<file path="src/rtl/pipe_pkg.sv">
// pipe_pkg: shared ID/EX bundle type, control-bit positions and bubble constant
package pipe_pkg;
  localparam int ID_XLEN = 32;
  localparam int ID_CTRL_W = 12;
  localparam int CTRL_REGWRITE = 0;
  localparam int CTRL_MEMREAD = 1;
  typedef struct packed {
    logic [ID_XLEN-1:0] pc;
    logic [4:0] rs1;
    logic [4:0] rs2;
    logic [4:0] rd;
    logic [ID_XLEN-1:0] rs1_data;
    logic [ID_XLEN-1:0] rs2_data;
    logic [ID_XLEN-1:0] imm;
    logic [ID_CTRL_W-1:0] ctrl;
  } id_ex_t;
  localparam id_ex_t BUBBLE = '0;
endpackage

</file>
<file path="src/rtl/hazard_ctrl.sv">
// hazard_ctrl: load-use detection and mem_stall > flush > load-use priority decode
module hazard_ctrl (
  input  logic       rst,
  input  logic       valid_d,
  input  logic       valid_e,
  input  logic       memread_e,
  input  logic [4:0] rd_e,
  input  logic [4:0] rs1_d,
  input  logic [4:0] rs2_d,
  input  logic       flush_e,
  input  logic       mem_stall,
  output logic       freeze,
  output logic       bubble,
  output logic       hold_fd,
  output logic       flush_fd,
  output logic       stall_inc,
  output logic       flush_inc
);
  logic load_use;
  assign load_use = valid_d & valid_e & memread_e & (rd_e != 5'd0) & ((rs1_d == rd_e) | (rs2_d == rd_e));
  assign freeze = mem_stall;
  assign flush_inc = !mem_stall & flush_e;
  assign stall_inc = !mem_stall & !flush_e & load_use;
  assign bubble = flush_inc | stall_inc;
  assign hold_fd = !rst & (mem_stall | stall_inc);
  assign flush_fd = !rst & flush_inc;
endmodule

</file>
<file path="src/rtl/id_ex_stage.sv">
// id_ex_stage: ID/EX pipeline register with hazard, flush, stall control and event counters
module id_ex_stage
  import pipe_pkg::*;
#(
  parameter int XLEN = ID_XLEN,
  parameter int CTRL_W = ID_CTRL_W,
  parameter int CNT_W = 32
) (
  input  logic              clk,
  input  logic              rst,
  input  logic              valid_d,
  input  logic [XLEN-1:0]   pc_d,
  input  logic [4:0]        rs1_d,
  input  logic [4:0]        rs2_d,
  input  logic [4:0]        rd_d,
  input  logic [XLEN-1:0]   rs1_data_d,
  input  logic [XLEN-1:0]   rs2_data_d,
  input  logic [XLEN-1:0]   imm_d,
  input  logic [CTRL_W-1:0] ctrl_d,
  input  logic              flush_e,
  input  logic              mem_stall,
  output logic              valid_e,
  output logic [XLEN-1:0]   pc_e,
  output logic [4:0]        rs1_e,
  output logic [4:0]        rs2_e,
  output logic [4:0]        rd_e,
  output logic [XLEN-1:0]   rs1_data_e,
  output logic [XLEN-1:0]   rs2_data_e,
  output logic [XLEN-1:0]   imm_e,
  output logic [CTRL_W-1:0] ctrl_e,
  output logic              RegWrite_e,
  output logic              MemRead_e,
  output logic              hold_fd,
  output logic              flush_fd,
  output logic [CNT_W-1:0]  stall_cnt,
  output logic [CNT_W-1:0]  flush_cnt
);
  id_ex_t e, cap;
  logic freeze, bubble, stall_inc, flush_inc;
  hazard_ctrl u_hazard (
    .rst(rst), .valid_d(valid_d), .valid_e(valid_e), .memread_e(MemRead_e), .rd_e(rd_e),
    .rs1_d(rs1_d), .rs2_d(rs2_d), .flush_e(flush_e), .mem_stall(mem_stall),
    .freeze(freeze), .bubble(bubble), .hold_fd(hold_fd), .flush_fd(flush_fd),
    .stall_inc(stall_inc), .flush_inc(flush_inc)
  );
  always_comb begin
    cap = '{pc: pc_d, rs1: rs1_d, rs2: rs2_d, rd: rd_d, rs1_data: rs1_data_d,
            rs2_data: rs2_data_d, imm: imm_d, ctrl: valid_d ? ctrl_d : '0};
    cap.ctrl[CTRL_REGWRITE] = cap.ctrl[CTRL_REGWRITE] & (rd_d != 5'd0);
  end
  always_ff @(posedge clk or posedge rst) begin
    if (rst) begin
      e <= BUBBLE;
      valid_e <= 1'b0;
      stall_cnt <= '0;
      flush_cnt <= '0;
    end else if (!freeze) begin
      e <= bubble ? BUBBLE : cap;
      valid_e <= !bubble & valid_d;
      stall_cnt <= stall_cnt + CNT_W'(stall_inc);
      flush_cnt <= flush_cnt + CNT_W'(flush_inc);
    end
  end
  assign pc_e = e.pc;
  assign rs1_e = e.rs1;
  assign rs2_e = e.rs2;
  assign rd_e = e.rd;
  assign rs1_data_e = e.rs1_data;
  assign rs2_data_e = e.rs2_data;
  assign imm_e = e.imm;
  assign ctrl_e = e.ctrl;
  assign RegWrite_e = e.ctrl[CTRL_REGWRITE];
  assign MemRead_e = e.ctrl[CTRL_MEMREAD];
endmodule
</file>
<file path="config.mk">
export PLATFORM = sky130hd
export DESIGN_NAME = id_ex_stage
export DESIGN_NICKNAME = d
export VERILOG_FILES = /design/src/rtl/pipe_pkg.sv /design/src/rtl/hazard_ctrl.sv /design/src/rtl/id_ex_stage.sv
export SDC_FILE = /design/constraint.sdc
export NUM_CORES = 1
export LEC_CHECK = 0
export ABC_AREA = 1
export BUFFER_PORTS_ARGS = -buffer_cell sky130_fd_sc_hd__buf_4
export CAP_MARGIN = 20
export CELL_PAD_IN_SITES_DETAIL_PLACEMENT = 0
export CELL_PAD_IN_SITES_GLOBAL_PLACEMENT = 1
export CORE_MARGIN = 5
export CORE_UTILIZATION = 39
export CTS_CLUSTER_DIAMETER = 40
export DETAILED_ROUTE_END_ITERATION = 7
export GPL_TIMING_DRIVEN = 0
export PLACE_DENSITY = 0.9
export SYNTH_ARGS = -nofsm -noshare
export SYNTH_HDL_FRONTEND = slang
export SYNTH_HIERARCHICAL = 1
export SYNTH_SLANG_ARGS = --single-unit
</file>
<file path="constraint.sdc">
create_clock -name clk -period 12.15 [get_ports clk]
set_input_delay 0.6075 -clock clk [delete_from_list [all_inputs] [get_ports clk]]
set_output_delay 0.6075 -clock clk [all_outputs]
set_load 0.01 [all_outputs]
</file>
==> impl_metrics.tcl, run 1 <==
set metrics [dict create \
    diodes 0 \
    max_freq_mhz 415.0 \
    design_area_mm2 0.01375 \
    fillers 2042 \
    antenna_found_initial 0 \
    dieWidth_um 163.8 \
    status "finished clean" \
    slew_viol_final 0 \
    max_stage_delay_ps 470 \
    rows 56 \
    synth_fa_ha_area_share_pct 0.6779 \
    syn2layout_area_growth_pct 49.00 \
    drtPass1Iterations 4 \
    synth_top_family_by_area "simple AND/OR/NAND/NOR gates" \
    cts.repair.resized 0 \
    synth_nets 1019 \
    routed_wl_mm 30.06 \
    setup_violations 0 \
    clock_skew_ps 18.26 \
    track_usage_pct 21.78 \
    avgRoutedWirePerCell_um 18.54 \
    tightestPinTransition_ps 509.9 \
    crit_type "flop to primary output" \
    post_cts_buffers 0 \
    dp_hpwl_mm 22.76 \
    ys_seq_area_share_pct 59.65 \
    p_switching_uw 529.3 \
    start_util_pct 39.44 \
    cp_num_buf_inv 2 \
    cts_buffers 36 \
    fin_nets 1442 \
    slowest_stage "dfrtp_1" \
    grt_max_degree 84 \
    ios 384 \
    cts_tree "built" \
    final_common_cell "buf_4" \
    place_congestion 0.8197 \
    final_layout_size_suffix_gt1_share_pct 39.32 \
    synth_xor_area_share_pct 3.986 \
    p_leak_uw 0.007167 \
    synthMuxAreaShare_pct 0 \
    reg2reg_slack_ps 9770 \
    cp-start-kind "flop" \
    grt_pass1_vias 8308 \
    post-route-period-util_pct 19.83 \
    p_clk_share_pct 47.3 \
    critPathTopFamily "simple AND/OR/NAND/NOR gates" \
    grt_pass1_wl_mm 46.03 \
    power.density_mw_per_mm2 152.0 \
    final_cells 1621 \
    grt-ovfl-total 0 \
    synth_compound_area_share_pct 14.59 \
    hold_violations 0 \
    drv_cap 0 \
    power_frac_comb_pct 13.1 \
    yosys_warnings 6 \
    crit_chain "nand3_1 -> nor3_1 -> nand2_1 -> inv_1 -> nand2_2 -> a21oi_2 -> buf_4" \
    synth.distinct_cells 27 \
    path_max_fanout 4 \
    drt_iter0_markers 435 \
    ys_ff_latch 220 \
    synthSimpleGateAreaFrac_pct 16.26 \
    drtAntennaViolNets 0 \
    dieArea_mm2 0.02684 \
    slew_headroom_pct 66.01 \
    clock_latency_ps 500 \
    min_path_type "primary input to asynchronous set/reset pin" \
    total_power_uw 2090 \
    core_mm2 0.02340 \
    syn_avg_cell_area_um2 10.81 \
    required_ps 11540 \
    syn_area_mm2 0.009229 \
    sw_frac_of_total_pct 25.33 \
    cts_buffer_depth 3 \
    tns_ps 0 \
    p_seq_share_pct 39.6 \
    htreeDepth 2 \
    synthCells 854 \
    placement.io_buffers 383 \
    drc 0 \
    cp-end-kind "primary output" \
    dp.cells 1558 \
    rsz0062_at_grt "false" \
    p_int_uw 1561 \
    place_area_mm2 0.01257 \
    cts_sinks 220 \
    vias 7936 \
    path_clk_slew_ps 60 \
    fin_util_pct 58.76 \
    hold_buffers 0 \
    routed_via_density 4.896 \
    vdd_drop_max_v 0.0001116 \
    cp.arrival_ps 1800 \
    chipHeight_um 163.8 \
    fin_crit_ps 2410 \
    mostFrequentLayoutCells "buf_4, dfrtp_1, nand2_1, a22o_1, nor2_1" \
    root_buffer "clkbuf_16" \
]
[cell usage after synthesis]
master	number	area, um^2
buf_1	1	3.750
and2_1	2	12.51
nor3_4	1	16.27
clkinv_1	1	3.750
inv_2	4	15.01
nand4_1	10	62.56
buf_2	18	90.09
inv_1	59	221.5
o21ai_0	3	15.01
xor2_1	16	140.1
nor2_1	62	232.7
xnor2_1	26	227.7
nand2_2	8	50.05
nand2_1	187	701.9
buf_4	12	90.09
nand3_2	3	30.03
clkbuf_1	6	22.52
nor2_2	9	56.30
dfrtp_1	220	5505
nand3b_1	15	112.6
nand3_1	20	100.1
ha_1	5	62.56
a21oi_2	1	8.760
nor3_1	5	25.02
a22o_1	151	1323
nor3_2	1	10.01
nor2_4	8	90.09
[state kept, by name, summed over array words and instances (netlist names)]
register	cells
rs1_e	5
stall_cnt	32
rs2_data_e	32
flush_cnt	32
rs2_e	5
pc_e	32
imm_e	32
rs1_data_e	32
rd_e	5
valid_e	1
ctrl_e	12
[power by group through the flow]
stage	Clock, uW	Sequential (uW)	Combinational [uW]
after detailed placement	0	838	279
after CTS	1010	828	279
final	988	828	274
after global placement	0	838	271
after floorplan	0	857	88.0
after global routing	1040	834	295
[through the flow]
step,setup WS [ps],hold WS [ps]
6_report,9740,164.1
5_1_grt,9417,189.0
4_1_cts,9619,167.4
3_5_place_dp,9494,481.3
3_3_place_gp,2897,470.5
2_1_floorplan,5521,514.4
[path summary, 6_finish.rpt]
path / to / cells past startpoint / startpoint
max: hold_fd / 7 / ctrl_e[1]$_DFFE_PP0N_
min: flush_cnt[7]$_DFFE_PP0N_ / 2 / rst
max reg2reg: stall_cnt[30]$_DFFE_PP0N_ / 15 / ctrl_e[1]$_DFFE_PP0N_
min reg2reg: flush_cnt[31]$_DFFE_PP0N_ / 2 / flush_cnt[31]$_DFFE_PP0N_
max in group asynchronous: rd_e[2]$_DFFE_PP0N_ / 3 / rst
min in group clk: imm_e[5]$_DFFE_PP0N_ / 2 / imm_d[5]
[layout make-up]
| cell class | instances | area (um^2) | share of cell area (%) |
|---|---|---|---|
| Inverter | 64 | 247.7 | 1.802 |
| Tap cell | 319 | 399.1 | 2.903 |
| Multi-Input combinational cell | 533 | 3277 | 23.83 |
| Sequential cell | 220 | 5505 | 40.04 |
| Buffer | 37 | 206.4 | 1.501 |
| Timing Repair Buffer | 385 | 2930 | 21.31 |
| Clock buffer | 46 | 1030 | 7.489 |
| Clock inverter | 17 | 155.1 | 1.128 |
[routing by layer]
| layer | track usage, % | wire [um] | share of wire, % |
|---|---|---|---|
| met5 | 0 | 0 | 0 |
| met4 | 7.015 | 936 | 3.1 |
| met3 | 6.198 | 2067 | 6.9 |
| met2 | 37.47 | 15200 | 51 |
| met1 | 26.50 | 11860 | 39 |
[logic make-up after synthesis]
family,after synthesis
compound gates,155
buf+inv,101
simple gates,331
fa+ha+maj,5
flops,220
xor+xnor,42
Note: power is estimated with default switching activity, not from simulation.
==> inputs of run 2 (changes only) <==
--- a/config.mk
+++ b/config.mk
@@ -5,17 +5,17 @@
 export SDC_FILE = /design/constraint.sdc
 export NUM_CORES = 1
 export LEC_CHECK = 0
-export ABC_AREA = 1
+export ABC_AREA = 0
 export BUFFER_PORTS_ARGS = -buffer_cell sky130_fd_sc_hd__buf_4
 export CAP_MARGIN = 20
 export CELL_PAD_IN_SITES_DETAIL_PLACEMENT = 0
 export CELL_PAD_IN_SITES_GLOBAL_PLACEMENT = 1
 export CORE_MARGIN = 5
-export CORE_UTILIZATION = 39
+export CORE_UTILIZATION = 36
 export CTS_CLUSTER_DIAMETER = 40
 export DETAILED_ROUTE_END_ITERATION = 7
 export GPL_TIMING_DRIVEN = 0
-export PLACE_DENSITY = 0.9
+export PLACE_DENSITY = 0.83
 export SYNTH_ARGS = -nofsm -noshare
 export SYNTH_HDL_FRONTEND = slang
 export SYNTH_HIERARCHICAL = 1
==> constraint.sdc (replaced) <==
create_clock -name clk -period 2.4 [get_ports clk]
set_input_delay 0.12 -clock clk [delete_from_list [all_inputs] [get_ports clk]]
set_output_delay 0.12 -clock clk [all_outputs]
set_load 0.01 [all_outputs]
==> run 2 against run 1 <==
Compared with the run above: the run now ends with setup timing left; combinational power increased to 6.4 times the previous value; first-iteration DRC count decreased by 22%; via count increased by 2.1%; clock power increased to 5.1 times the previous value; setup slack got worse by 9800 ps; non-clock buffer count increased by 182; clock skew increased by 2.3 ps; clock-buffer cell count increased by 1; critical endpoint is now stall_cnt[22]$_DFFE_PP0N_; highest routed layer unchanged.
==> impl_metrics.tcl, run 2 <==
set metrics [dict create \
    grt-ovfl-total 0 \
    hp-start "valid_d" \
    place_congestion 0.7770 \
    dp_hpwl_mm 22.08 \
    total_power_uw 11060 \
    cts_buffer_depth 3 \
    yosysMostFrequentCell "dfrtp_1" \
    path_clk_slew_ps 60 \
    fin_ws_ps -103.6 \
    synth.distinct_cells 36 \
    fillers 1696 \
    critPathTopFamily "simple AND/OR/NAND/NOR gates" \
    cp-startpoint "rd_e[4]$_DFFE_PP0N_" \
    power.density_mw_per_mm2 724.0 \
    grt_pass1_vias 8849 \
    drtAntennaViolNets 0 \
    mostFrequentLayoutCells "buf_4, dfrtp_1, dlygate4sd3_1, a22o_1, xnor2_1" \
    status "complete, but fails checks" \
    cts_sinks 220 \
    hold_slack_ps 29.36 \
    fin_nets 1403 \
    hold_depth 3 \
    rsz0062_at_grt "true" \
    setup_violations 16 \
    routed_wl_mm 32.91 \
    ys_top_cells_by_area "dfrtp_1, a22o_1, xnor2_1" \
    crit_chain "xor2_2 -> nor3_2 -> a22oi_2 -> nor3_4 -> ha_2 -> ha_4 -> nand4b_1 -> nor4_4 -> buf_6 -> nand3_2 -> xnor2_1" \
    cp-end-kind "flop" \
    dieArea_mm2 0.02711 \
    core_mm2 0.02354 \
    rows 56 \
    cts_buffers 37 \
    path_max_fanout 5 \
    grt_pass1_wl_mm 49.87 \
    tightestPinTransition_ps 922.0 \
    synthTopCellsByCount "dfrtp_1, a22o_1, xnor2_1, clkbuf_1, xor2_1" \
    root_buffer "clkbuf_16" \
    final_common_cell "buf_4" \
    ys_seq_area_share_pct 63.94 \
    r2r-start "rd_e[4]$_DFFE_PP0N_" \
    start_util_pct 36.57 \
    post-route-period-util_pct 104.3 \
    dieWidth_um 164.6 \
    cts_tree "built" \
    synth_edf_count 0 \
    syn_avg_cell_area_um2 13.56 \
    drc 0 \
    cp-start-kind "flop" \
    required_ps 2780 \
    violations "setup timing" \
    yosys.area.top_type_share_pct 63.94 \
    syn2layout_area_growth_pct 77.45 \
    crit_type "flop to flop" \
    slew_viol_final 0 \
    htreeDepth 2 \
    antenna_found_initial 2 \
    vdd_drop_max_v 0.0005663 \
    final_layout_size_suffix_gt1_share_pct 42.65 \
    slew_headroom_pct 37.97 \
    drv_cap 0 \
    async_flop_share_pct 100.0 \
    r2r.worst_path.cells 11 \
    synthCells 635 \
    place_area_mm2 0.01205 \
    slowest_stage "dfrtp_2" \
    ios 384 \
    p_leak_uw 0.007567 \
    design_area_mm2 0.01528 \
    cp.arrival_ps 2880 \
    reg2reg_slack_ps -100 \
    track_usage_pct 23.66 \
    drt_iter0_markers 341 \
    synth_nets 800 \
    synth_area_leader_cell "dfrtp_1" \
    routed_via_density 5.103 \
    syn_area_mm2 0.008610 \
    max_freq_mhz 399.4 \
    vias 8104 \
    hold-path-endpoint "ctrl_e[9]$_DFFE_PP0N_" \
    synth_ff_type "dfrtp_1" \
    fin_crit_ps 2504 \
    hold_violations 0 \
    placement.io_buffers 383 \
    cp_num_buf_inv 1 \
    drtPass1Iterations 4 \
    ys_ff_latch 220 \
    grt_max_degree 42 \
    max_stage_delay_ps 450 \
    clock_latency_ps 510 \
    reg2reg_to "stall_cnt[22]$_DFFE_PP0N_" \
    chipHeight_um 164.6 \
    clock_skew_ps 20.54 \
    yosys_warnings 6 \
    min_path_type "primary input to flop" \
    avgRoutedWirePerCell_um 20.73 \
]
[run 2: cell count changes in the layout (fill, tap and decap cells not counted), sizes merged, moves of 10 or more]
cell | previous run | this run
clkbuf | 52 | 70
nand2 | 195 | 22
inv | 68 | 8
nor4 | 0 | 10
xnor2 | 26 | 45
nand3b | 15 | 4
nor2 | 79 | 12
dlygate4sd3 | 0 | 156
[run 2: how the worst max path moves through the flow]
stage / slack [ps] / cells past startpoint / to
after global routing: -260 / 11 / stall_cnt[22]$_DFFE_PP0N_
after detailed placement: -770 / 7 / rs2_data_e[31]$_DFFE_PP0N_
after global placement: -2030 / 2 / imm_e[16]$_DFFE_PP0N_
final: -100 / 11 / stall_cnt[22]$_DFFE_PP0N_
after floorplan: -590 / 1 / ctrl_e[0]$_DFFE_PP0N_
after CTS: -140 / 11 / stall_cnt[26]$_DFFE_PP0N_
[run 2: per-layer routing]
| metal | up-vias | share of wire [%] | track usage, % |
|---|---|---|---|
| li1 | 3596 | - | - |
| met1 | 4020 | 36 | 27.66 |
| met2 | 381 | 50 | 40.16 |
| met3 | 107 | 8.1 | 6.414 |
| met4 | 0 | 5.2 | 11.76 |
| met5 | - | 0 | 0 |
[run 2: per-stage QoR]
step | cells | util, % | worst slack [ps] | setup TNS, ps
2_1_floorplan | 635 | - | -588.1 | -129500
3_3_place_gp | 1337 | 50.60 | -2034 | -529850
3_5_place_dp | 1344 | 51.20 | -765.7 | -89340
4_1_cts | 1584 | 64.23 | -142.6 | -827.3
5_1_grt | 1587 | 64.88 | -256.0 | -3194
6_report | 1588 | 64.89 | -103.6 | -958.5
[run 2: cell type report]
type | instances | area (um^2) | share of cell area [%]
timing repair buffer | 564 | 4740 | 31.02
clock buffer | 47 | 1023 | 6.699
antenna | 3 | 7.507 | 0.04914
multi-input combinational | 370 | 3131 | 20.49
sequential | 220 | 5510 | 36.07
clock inverter | 20 | 196.4 | 1.286
buffer | 40 | 247.7 | 1.622
tap | 319 | 399.1 | 2.613
inverter | 5 | 22.52 | 0.1474
[run 2: kinds of logic after synthesis]
family,share of synthesized area [%]
adder cells (fa/ha/maj),0.7266
flip-flops,63.94
multiplexers,0.5231
AO/OA/AOI/OAI,16.19
buffers and inverters,2.253
AND/OR/NAND/NOR,9.243
XOR/XNOR,7.121
[run 2: worst min-delay path, cell delays in order]
cell,delay [ps]
buf_4,90
and2_4,160
a22o_1,130
[run 2: repair_timing]
item / 4_1_cts / 5_1_grt
setup endpoints to repair: 177 / 145
hold buffers: 156 / 0
resized for setup: 34 / 51
pin swaps: 19 / 10
buffers inserted: 17 / 4
endpoints found under the hold margin: 176 / 0
[run 2: power by group]
part           leakage (uW)  internal [uW]  switching [uW]
logic               0.00413            990             768
registers           0.00285           4000             222
clock network      0.000584           3180            1900
